<file path="src/rtl/multi_clk_divider.sv">
// Purpose : NUM_CH programmable clock dividers, each with a matching period-start strobe.
//           Ratio changes land only on period boundaries, so outputs never show runt pulses.
// Latency : ch_en rise -> clk_div_out/ce_out high at the same edge that enters RUN;
//           all outputs are registered.
// Backpr. : cfg_ready = ~pend[cfg_ch]. A channel with an update still pending refuses a
//           second write; writes to other channels are unaffected.
//
// Ports:
//   SYS_CLK_IN  - system clock, all logic on the rising edge
//   SYS_RST_IN  - synchronous active-high reset
//   ch_en       - per-channel run enable
//   cfg_valid / cfg_ready / cfg_ch / cfg_div - ratio-write handshake (ratios 0,1 clamp to 2)
//   clk_div_out - divided clock per channel
//   ce_out      - one-cycle strobe at each period start
//   pend_out    - ratio update waiting for the next period boundary
//   sync_start  - only when MULTI_CLK_DIVIDER_SYNC_START_EN is defined: restarts the
//                 period of every running channel on the same edge
module multi_clk_divider #(
    parameter int NUM_CH      = 4,
    parameter int DIV_W       = 8,
    parameter int DEFAULT_DIV = 2,
    localparam int CH_W       = (NUM_CH > 1) ? $clog2(NUM_CH) : 1
) (
    input  logic              SYS_CLK_IN,
    input  logic              SYS_RST_IN,
    input  logic [NUM_CH-1:0] ch_en,
    input  logic              cfg_valid,
    output logic              cfg_ready,
    input  logic [CH_W-1:0]   cfg_ch,
    input  logic [DIV_W-1:0]  cfg_div,
`ifdef MULTI_CLK_DIVIDER_SYNC_START_EN
    input  logic              sync_start,
`endif
    output logic [NUM_CH-1:0] clk_div_out,
    output logic [NUM_CH-1:0] ce_out,
    output logic [NUM_CH-1:0] pend_out
);

    logic [NUM_CH-1:0] pend;
    logic [DIV_W-1:0]  cfg_div_eff;
    logic              cfg_wr;
    logic              restart_all;

    // Ratios below 2 cannot form a period with both a high and a low phase.
    assign cfg_div_eff = (cfg_div < DIV_W'(2)) ? DIV_W'(2) : cfg_div;

    // Out-of-range channel numbers read as ready; such writes hit no channel.
    always_comb begin
        cfg_ready = 1'b1;
        for (int i = 0; i < NUM_CH; i++) begin
            if (cfg_ch == CH_W'(i)) begin
                cfg_ready = ~pend[i];
            end
        end
    end

    assign cfg_wr   = cfg_valid & cfg_ready;
    assign pend_out = pend;

`ifdef MULTI_CLK_DIVIDER_SYNC_START_EN
    assign restart_all = sync_start;
`else
    assign restart_all = 1'b0;
`endif

    for (genvar g = 0; g < NUM_CH; g++) begin : g_ch
        typedef enum logic {IDLE = 1'b0, RUN = 1'b1} state_t;

        state_t           state;
        logic [DIV_W-1:0] cnt;
        logic [DIV_W-1:0] ratio;
        logic [DIV_W-1:0] shadow;
        logic             pend_r;
        logic             clk_r;
        logic             ce_r;
        logic             wr_hit;
        logic             restart;
        logic [DIV_W-1:0] cnt_inc;

        assign wr_hit  = cfg_wr && (cfg_ch == CH_W'(g));
        // Period boundary: natural wrap or a forced common restart.
        assign restart = (cnt == ratio - DIV_W'(1)) || restart_all;
        assign cnt_inc = cnt + DIV_W'(1);

        always_ff @(posedge SYS_CLK_IN) begin
            if (SYS_RST_IN) begin
                state  <= IDLE;
                cnt    <= '0;
                ratio  <= DIV_W'(DEFAULT_DIV);
                shadow <= DIV_W'(DEFAULT_DIV);
                pend_r <= 1'b0;
                clk_r  <= 1'b0;
                ce_r   <= 1'b0;
            end else if (state == IDLE) begin
                // Nothing is being generated, so a new ratio can take effect at once.
                if (wr_hit) begin
                    ratio <= cfg_div_eff;
                end
                cnt <= '0;
                if (ch_en[g]) begin
                    state <= RUN;
                    clk_r <= 1'b1;
                    ce_r  <= 1'b1;
                end else begin
                    clk_r <= 1'b0;
                    ce_r  <= 1'b0;
                end
            end else if (!ch_en[g]) begin
                // Stop: drop the partial period, settle any outstanding ratio.
                state  <= IDLE;
                cnt    <= '0;
                clk_r  <= 1'b0;
                ce_r   <= 1'b0;
                pend_r <= 1'b0;
                if (wr_hit) begin
                    ratio <= cfg_div_eff;
                end else if (pend_r) begin
                    ratio <= shadow;
                end
            end else if (restart) begin
                cnt   <= '0;
                clk_r <= 1'b1;
                ce_r  <= 1'b1;
                // Uses pend as it stood before this edge: a write landing now waits
                // for the following boundary. wr_hit implies pend_r was 0.
                if (pend_r) begin
                    ratio  <= shadow;
                    pend_r <= 1'b0;
                end
                if (wr_hit) begin
                    shadow <= cfg_div_eff;
                    pend_r <= 1'b1;
                end
            end else begin
                cnt   <= cnt_inc;
                ce_r  <= 1'b0;
                // High for the first floor(N/2) counts of the period.
                clk_r <= (cnt_inc < (ratio >> 1));
                if (wr_hit) begin
                    shadow <= cfg_div_eff;
                    pend_r <= 1'b1;
                end
            end
        end

        assign pend[g]        = pend_r;
        assign clk_div_out[g] = clk_r;
        assign ce_out[g]      = ce_r;
    end

endmodule

</file>
<file path="config.mk">
export PLATFORM = sky130hd
export DESIGN_NAME = multi_clk_divider
export DESIGN_NICKNAME = d
export VERILOG_FILES = /design/src/rtl/multi_clk_divider.sv
export SDC_FILE = /design/constraint.sdc
export NUM_CORES = 1
export LEC_CHECK = 0
export CORE_MARGIN = 2
export CORE_UTILIZATION = 50
export CTS_CLUSTER_SIZE = 10
export DETAILED_ROUTE_END_ITERATION = 6
export DONT_BUFFER_PORTS = 1
export GPL_ROUTABILITY_DRIVEN = 0
export PLACE_DENSITY_LB_ADDON = 0.2
export SLEW_MARGIN = 10
export SYNTH_ARGS = -nofsm -noshare
export SYNTH_HDL_FRONTEND = slang
export SYNTH_SLANG_ARGS = --single-unit
</file>
<file path="constraint.sdc">
create_clock -name SYS_CLK_IN -period 7.8 [get_ports SYS_CLK_IN]
set_input_delay 0.78 -clock SYS_CLK_IN [delete_from_list [all_inputs] [get_ports SYS_CLK_IN]]
set_output_delay 0.78 -clock SYS_CLK_IN [all_outputs]
set_load 0.05 [all_outputs]
</file>
==> results of run 1 <==
==> final cells by class <==
class / count / area share, %
Multi-Input combinational cell: 596 / 57.9
Sequential cell: 112 / 32.4
Tap cell: 176 / 3.18
Clock buffer: 12 / 3.56
Clock inverter: 4 / 0.416
Timing Repair Buffer: 3 / 0.325
Inverter: 42 / 2.28
==> Yosys cell counts (all sizes together) (27+ instances only) <==
master / instances / area (sq um)
mux2i: 39 / 390
o211ai: 27 / 203
nand2: 72 / 270
o21ai: 34 / 170
clkbuf: 36 / 135
ha: 32 / 400
nor2: 76 / 285
xnor2: 38 / 340
a21oi: 54 / 274
nand3: 40 / 200
dfxtp: 112 / 2240
inv: 42 / 158
==> through the flow <==
step / worst slack, ns / power [mW] / instance area (sq um) / std cells / hold WS, ns
CTS: 4.87 / 1.22 / 6930 / 945 / 0.455
detailed placement: 4.96 / 0.784 / 6650 / 929 / 0.445
global placement: 5.05 / 0.778 / 6650 / 929 / 0.439
finish: 4.85 / 1.21 / 6930 / 945 / 0.453
floorplan: 5.19 / 0.762 / 6660 / 804 / 0.436
global route: 4.75 / 1.27 / 6930 / 945 / 0.475
==> cell families after synthesis <==
logic type | after synthesis | synth area share, %
buffers and inverters | 96 | 6.22
multiplexers | 40 | 6.20
adder cells (fa/ha/maj) | 32 | 6.01
XOR/XNOR | 62 | 8.27
flip-flops | 112 | 33.7
AND/OR/NAND/NOR | 271 | 19.9
AO/OA/AOI/OAI | 191 | 19.7
==> metal layers <==
metal | wire length (um) | up-vias
li1 | - | 2770
met5 | 0 | -
met1 | 7170 | 2652
met3 | 604 | 10
met2 | 7560 | 92
met4 | 127 | 0
==> power by group through the flow <==
stage                     clock, mW  combinational (mW)  sequential (mW)
after floorplan                   0               0.148            0.614
after global placement            0               0.145            0.633
after detailed placement          0               0.150            0.634
after CTS                     0.448               0.151            0.621
after global routing          0.472               0.171            0.623
final                         0.440               0.151            0.621
==> critical path, cell delays in order, from the launching register on <==
cell,delay (ns)
dfxtp_1,1.07
mux4_2,0.50
inv_1,0.23
==> how the worst min path moves through the flow <==
stage	from	endpoint	slack, ns	depth (start not counted)
2_1_floorplan	g_ch[3].shadow[2]	g_ch[3].shadow[2]	0.44	2
3_3_place_gp	g_ch[0].shadow[4]	g_ch[0].shadow[4]	0.44	2
3_5_place_dp	g_ch[0].shadow[3]	g_ch[0].shadow[3]	0.45	2
4_1_cts	g_ch[0].shadow[3]	g_ch[0].shadow[3]	0.46	2
5_1_grt	g_ch[0].shadow[7]	g_ch[0].shadow[7]	0.47	2
6_report	g_ch[0].shadow[3]	g_ch[0].shadow[3]	0.45	2
==> registers in the layout (all words and copies together), names as in the netlist <==
signal and flops:
g_ch.ce_r 4, g_ch.pend_r 4, g_ch.clk_r 4, g_ch.state 4
g_ch.shadow 32, g_ch.ratio 32, g_ch.cnt 32
==> impl_results.md, run 1 <==
* M1 GR Usage at roughly 30%
* Gr usage total at 22.3%
* Clock share of power at about 36%
* Syn Inst Count at ~800
* Syn Std Cell Area at between 6000 and 7000 sq um
* Max_cap viols at 0
* # setup viols final at 0
* R2R Setup Slk at 4.94 ns
* Post_cts resized at 0
* Initial Util at between 50% and 60%
* Sw Share at around 28%
* Avg Cell Area, Syn at about 8.3 sq um
* Setup Skew at between 0.009 and 0.01 ns
* Initial antenna violation count at 0
* # rows at 42
* Die Wd at ~120 um
* Root buf cell: clkbuf_16
* Total Routed Length at about 15000 um
* Final #Nets at slightly above 800
* Post-synthesis sequential area ratio at roughly a third
* Via/cell ratio at just under 6
* Hold buffer count at cts at 0
* Max_slew headroom at between 20 and 25%
* DIE HEIGHT at 119 um
* Post-CTS setup repair buffer count at 0
* Vias in the first global route at between 5000 and 6000
* Clock buffer depth at 2
* Multi-input gate area at ~4000 sq um
* Max Freq at 0.339 GHz
* Worst Tran Pin Value at between 1 and 1.5 ns
* Reg2reg start: g_ch[0].ratio[0]
* GR Layer Usage met2 at a little under two fifths
* Req. time, crit path at between 7 and 8 ns
* Comb pwr share at around an eighth
* Final core occ at 52.7%
* Slew Limit Fails at 0
* Worst setup EP type: output pin
* First-pass GRT wire length at between 20000 and 30000 um
* Met3 Use GR at 4.50%
* Gr busiest metal: met2
* Reg area at approximately 2200 sq um
* CTS Buf Count at 9
* Most frequent cells in the layout: dfxtp_1, nor2_1, nand2_1, a21oi_1, inv_1
* PortBufs at 0
* RSZ-0062 raised after global routing: false
* Fin. Hold Viols at 0
* FF-to-FF End: g_ch[0].ratio[2]
* DR vias at roughly 5500
* Peak fanout along the critical path at 14
* CP startpoint: g_ch[3].pend_r
* Core area at around 13000 sq um
* PwrDens at roughly 180 nW/um^2
* Fraction of registers with async set or reset after synthesis at 0%
* Final Cycle Share at a little under two fifths
* CTS clk-pin slew, worst paths at about 0.07 ns
* ANT nets after route at 0
* Peak VDD IR at approximately 110 uV
* Mapped Nets at ~850
* Die area at approximately 14000 sq um
* Largest net degree at the start of global routing at 69
* Worst hold path type: flip-flop to flip-flop
* Worst setup SP type: flip-flop
* DRC errors left at 0
* Post-Route Setup TNS at 0 ns
* YS warnings at 0
* Leak at roughly 2.7 nW
* Clk Latency, worst-skew pair at between 0.3 and 0.4 ns
* CP arrival at 2.17 ns
* CTS tree: built
* Pre-antenna DRT Iters at 5
* Initial DRC count at around 360
* Dpl hpwl at between 10000 and 15000 um
* Congestion Overflow GR at 0
* Reg2reg path depth at 8
* Post-layout min period at ~2.9 ns
* Main synth FF type: dfxtp_1
* P_int at slightly below 0.9 mW
* Clock sinks at 112
* Flop pwr share at between 50 and 60%
* DR WL/cell at 16.4 um
* Netlist cell types at around 70
* Crit path to: cfg_ready
* Antenna diodes at 0
* Post-synth EDFFs at 0
* Psw at approximately 0.33 mW
* Fillers at approximately 1200
* Synthesis-to-finish area growth at 4.04%
* Share of cells above drive strength 1 at 5.46%
* Io pins at 30
* Leading cell type in the layout, fill and taps excluded: dfxtp_1
* # H-tree levels at 3
* Worst Setup Path Type: flip-flop to output pin
* Status: finished, final reports clean
* Seq cells post-synth at 112
Power figures use the tool's default switching activity.
==> run 2: changes to the inputs <==
- clock period: 7.8 -> 2.82 ns (I/O delays scaled with it)
==> run 2 against run 1 <==
Compared with the run above: combinational power increased to 3.0 times the previous value; register-to-register slack got worse by 4.7 ns; utilization increased by 1.5 points; die area unchanged; sequential share of layout area decreased by 0.90 points; largest cell class unchanged; clock skew decreased by 0.0027 ns; flip-flop and latch count unchanged; clock-buffer cell count unchanged; non-clock buffer count increased by 15; cell area increased by 2.9%.
==> impl_results.md, run 2 (synthesis results as in run 1) <==
* Status: finished, final reports clean
* Most frequent cells in the layout: dfxtp_1, nor2_1, nand2_1, a21oi_1, inv_1
* First-pass GRT wire length at 26300 um (+1.6%)
* Die area at 14300 sq um (unchanged)
* Clock sinks at 112 (unchanged)
* DRC errors left at 0 (unchanged)
* Io pins at 30 (unchanged)
* Initial Util at 50.7% (unchanged)
* DIE HEIGHT at 119 um (unchanged)
* Leading cell type in the layout, fill and taps excluded: dfxtp_1
* Setup Skew at 0.00734 ns (-0.00265 ns)
* Largest net degree at the start of global routing at 43 (-38%)
* Pre-antenna DRT Iters at 6 (+1)
* Final Cycle Share at roughly 93%
* Fin. Hold Viols at 0 (unchanged)
* Worst path cell trace: inv_1 -> ha_2 -> or3b_4 -> or4_4 -> a2111oi_4 -> o211ai_1 -> and2_1 -> and3_1
* Largest regs: g_ch.cnt (32), g_ch.ratio (32), g_ch.shadow (32)
* Root buf cell: clkbuf_16
* Slew Limit Fails at 0 (unchanged)
* CTS tree: built
* Worst Setup Path Type: flip-flop to flip-flop
* Worst setup EP type: flip-flop
* PwrDens at 508 nW/um^2 (+190%)
* Fillers at 1250 (+1.5%)
* Dpl hpwl at 11200 um (-1.9%)
* Max Freq at between 0.3 and 0.4 GHz
* ANT nets after route at 0 (unchanged)
* CP arrival at 2.88 ns (+0.71 ns)
* Gr usage total at 22.6% (+0.35 points)
* Clk Latency, worst-skew pair at 0.36 ns (about the same)
* # H-tree levels at 3 (unchanged)
* CTS Buf Count at 9 (unchanged)
* Leak at 2.81 nW (+4.3%)
* Worst Tran Pin Value at 0.937 ns (-0.188 ns)
* Peak fanout along the critical path at 5 (-9)
* Worst setup SP type: flip-flop
* Max_slew headroom at 37.1% (+12 points)
* Worst hold path type: primary input to flip-flop
* # setup viols final at 0 (unchanged)
* DR vias at 5558 (+0.62%)
* Req. time, crit path at 3.07 ns (-3.95 ns)
* Initial DRC count at 406 (+12%)
* Share of cells above drive strength 1 at 7.65% (+2.2 points)
* Post-layout min period at 2.63 ns
* CTS clk-pin slew, worst paths at 0.07 ns (about the same)
* Max_cap viols at 0 (unchanged)
* Largest stage delay, worst path at 0.44 ns (-0.63 ns)
* Vias in the first global route at 5447 (+3.3%)
* Multi-input gate area at 4010 sq um (+0.13%)
* Synthesis-to-finish area growth at 7.01%
* DR WL/cell at 16.3 um (-0.50%)
* Congestion Overflow GR at 0 (unchanged)
* Total Routed Length at 15600 um (+1.1%)
* Clock buffer depth at 2 (unchanged)
* Core area at 13100 sq um (unchanged)
* Placed insts at 942 (+1.4%)
* Peak VDD IR at 322 uV (+190%)
* # rows at 42 (unchanged)
* Final #Nets at 828 (+1.8%)
* Via/cell ratio at 5.79 (-0.96%)
* Initial antenna violation count at 0 (unchanged)
* Die Wd at 119 um (unchanged)
* Antenna diodes at 0 (unchanged)
* Fin cells at 960 (+1.6%)
* Post-Route Setup TNS at 0 ns (unchanged)
* RSZ-0062 raised after global routing: false
* PortBufs at 0 (unchanged)
* Worst path slowest cell: or4_4
* Reg area at 2240 sq um (unchanged)
==> run 2: cell types whose count changed in the layout (fill, tap and decap cells not counted) <==
| cell | previous run | this run |
|---|---|---|
| buf_12 | 0 | 1 |
| or2_4 | 0 | 1 |
| clkbuf_1 | 2 | 0 |
| buf_4 | 3 | 16 |
| clkbuf_8 | 1 | 3 |
| dlygate4sd3_1 | 0 | 1 |
| clkinvlp_4 | 2 | 0 |
| ha_1 | 32 | 31 |
| bufinv_16 | 0 | 2 |
| or2_1 | 1 | 0 |
| ha_2 | 0 | 1 |
==> run 2: path summary, 6_finish.rpt <==
check / endpoint / slack [ns] / from / cells past startpoint
worst min register to register: g_ch[0].shadow[6] / 0.46 / g_ch[0].shadow[6] / 2
worst max register to register: g_ch[0].cnt[1] / 0.19 / g_ch[0].ratio[1] / 8
worst max-delay path: g_ch[0].cnt[1] / 0.19 / g_ch[0].ratio[1] / 8
worst min-delay path: g_ch[2].state / 0.01 / SYS_RST_IN / 1
==> run 2: layout make-up <==
| class | instances | share of cell area (%) |
|---|---|---|
| sequential | 112 | 31.5 |
| clock inverter | 4 | 1.04 |
| inverter | 42 | 2.21 |
| clock buffer | 12 | 3.74 |
| tap | 176 | 3.09 |
| multi-input combinational | 596 | 56.3 |
| timing repair buffer | 18 | 2.11 |
==> run 2: timing repair <==
item / CTS / global route
buffers inserted: 0 / 0
hold endpoints to repair: 42 / 0
setup endpoints to repair: 0 / 8
hold buffers: 2 / 0
gates resized for setup: 0 / 2
==> run 2: per-layer routing <==
metal / wire, um / up-vias / global-route usage (%) / part of all wire (%)
li1: - / 2796 / - / -
met1: 7200 / 2604 / 29.4 / 46
met2: 7560 / 135 / 38.0 / 48
met3: 636 / 23 / 4.98 / 4.1
met4: 228 / 0 / 6.10 / 1.5
met5: 0 / - / 0 / 0
==> run 2: where the power goes <==
part,leakage [nW],internal (mW),switching [mW]
combinational,1.73,0.193,0.259
sequential,0.910,1.63,0.0864
clock,0.169,0.854,0.598
total,2.81,2.67,0.944
==> run 2: critical path, delay by kind of cell (launching register included) <==
family | cells | cell delay (ns)
compound gates | 2 | 0.61
fa+ha+maj | 1 | 0.22
buf+inv | 1 | 0.11
flops | 1 | 0.34
simple gates | 4 | 1.25
==> run 2: through the flow <==
stage                     util, %  cell area, sq um  hold WS [ns]  total power [mW]  setup WS [ns]
after floorplan                 -              6660         0.368              2.11          0.207
after global placement       51.4              6750         0.365              2.16          0.190
after detailed placement     51.4              6750         0.371              2.18          0.115
after CTS                    54.2              7120       0.00116              3.64         0.0934
after global routing         54.2              7120      0.000428              3.77         0.0153
final                        54.2              7120        0.0114              3.62          0.192
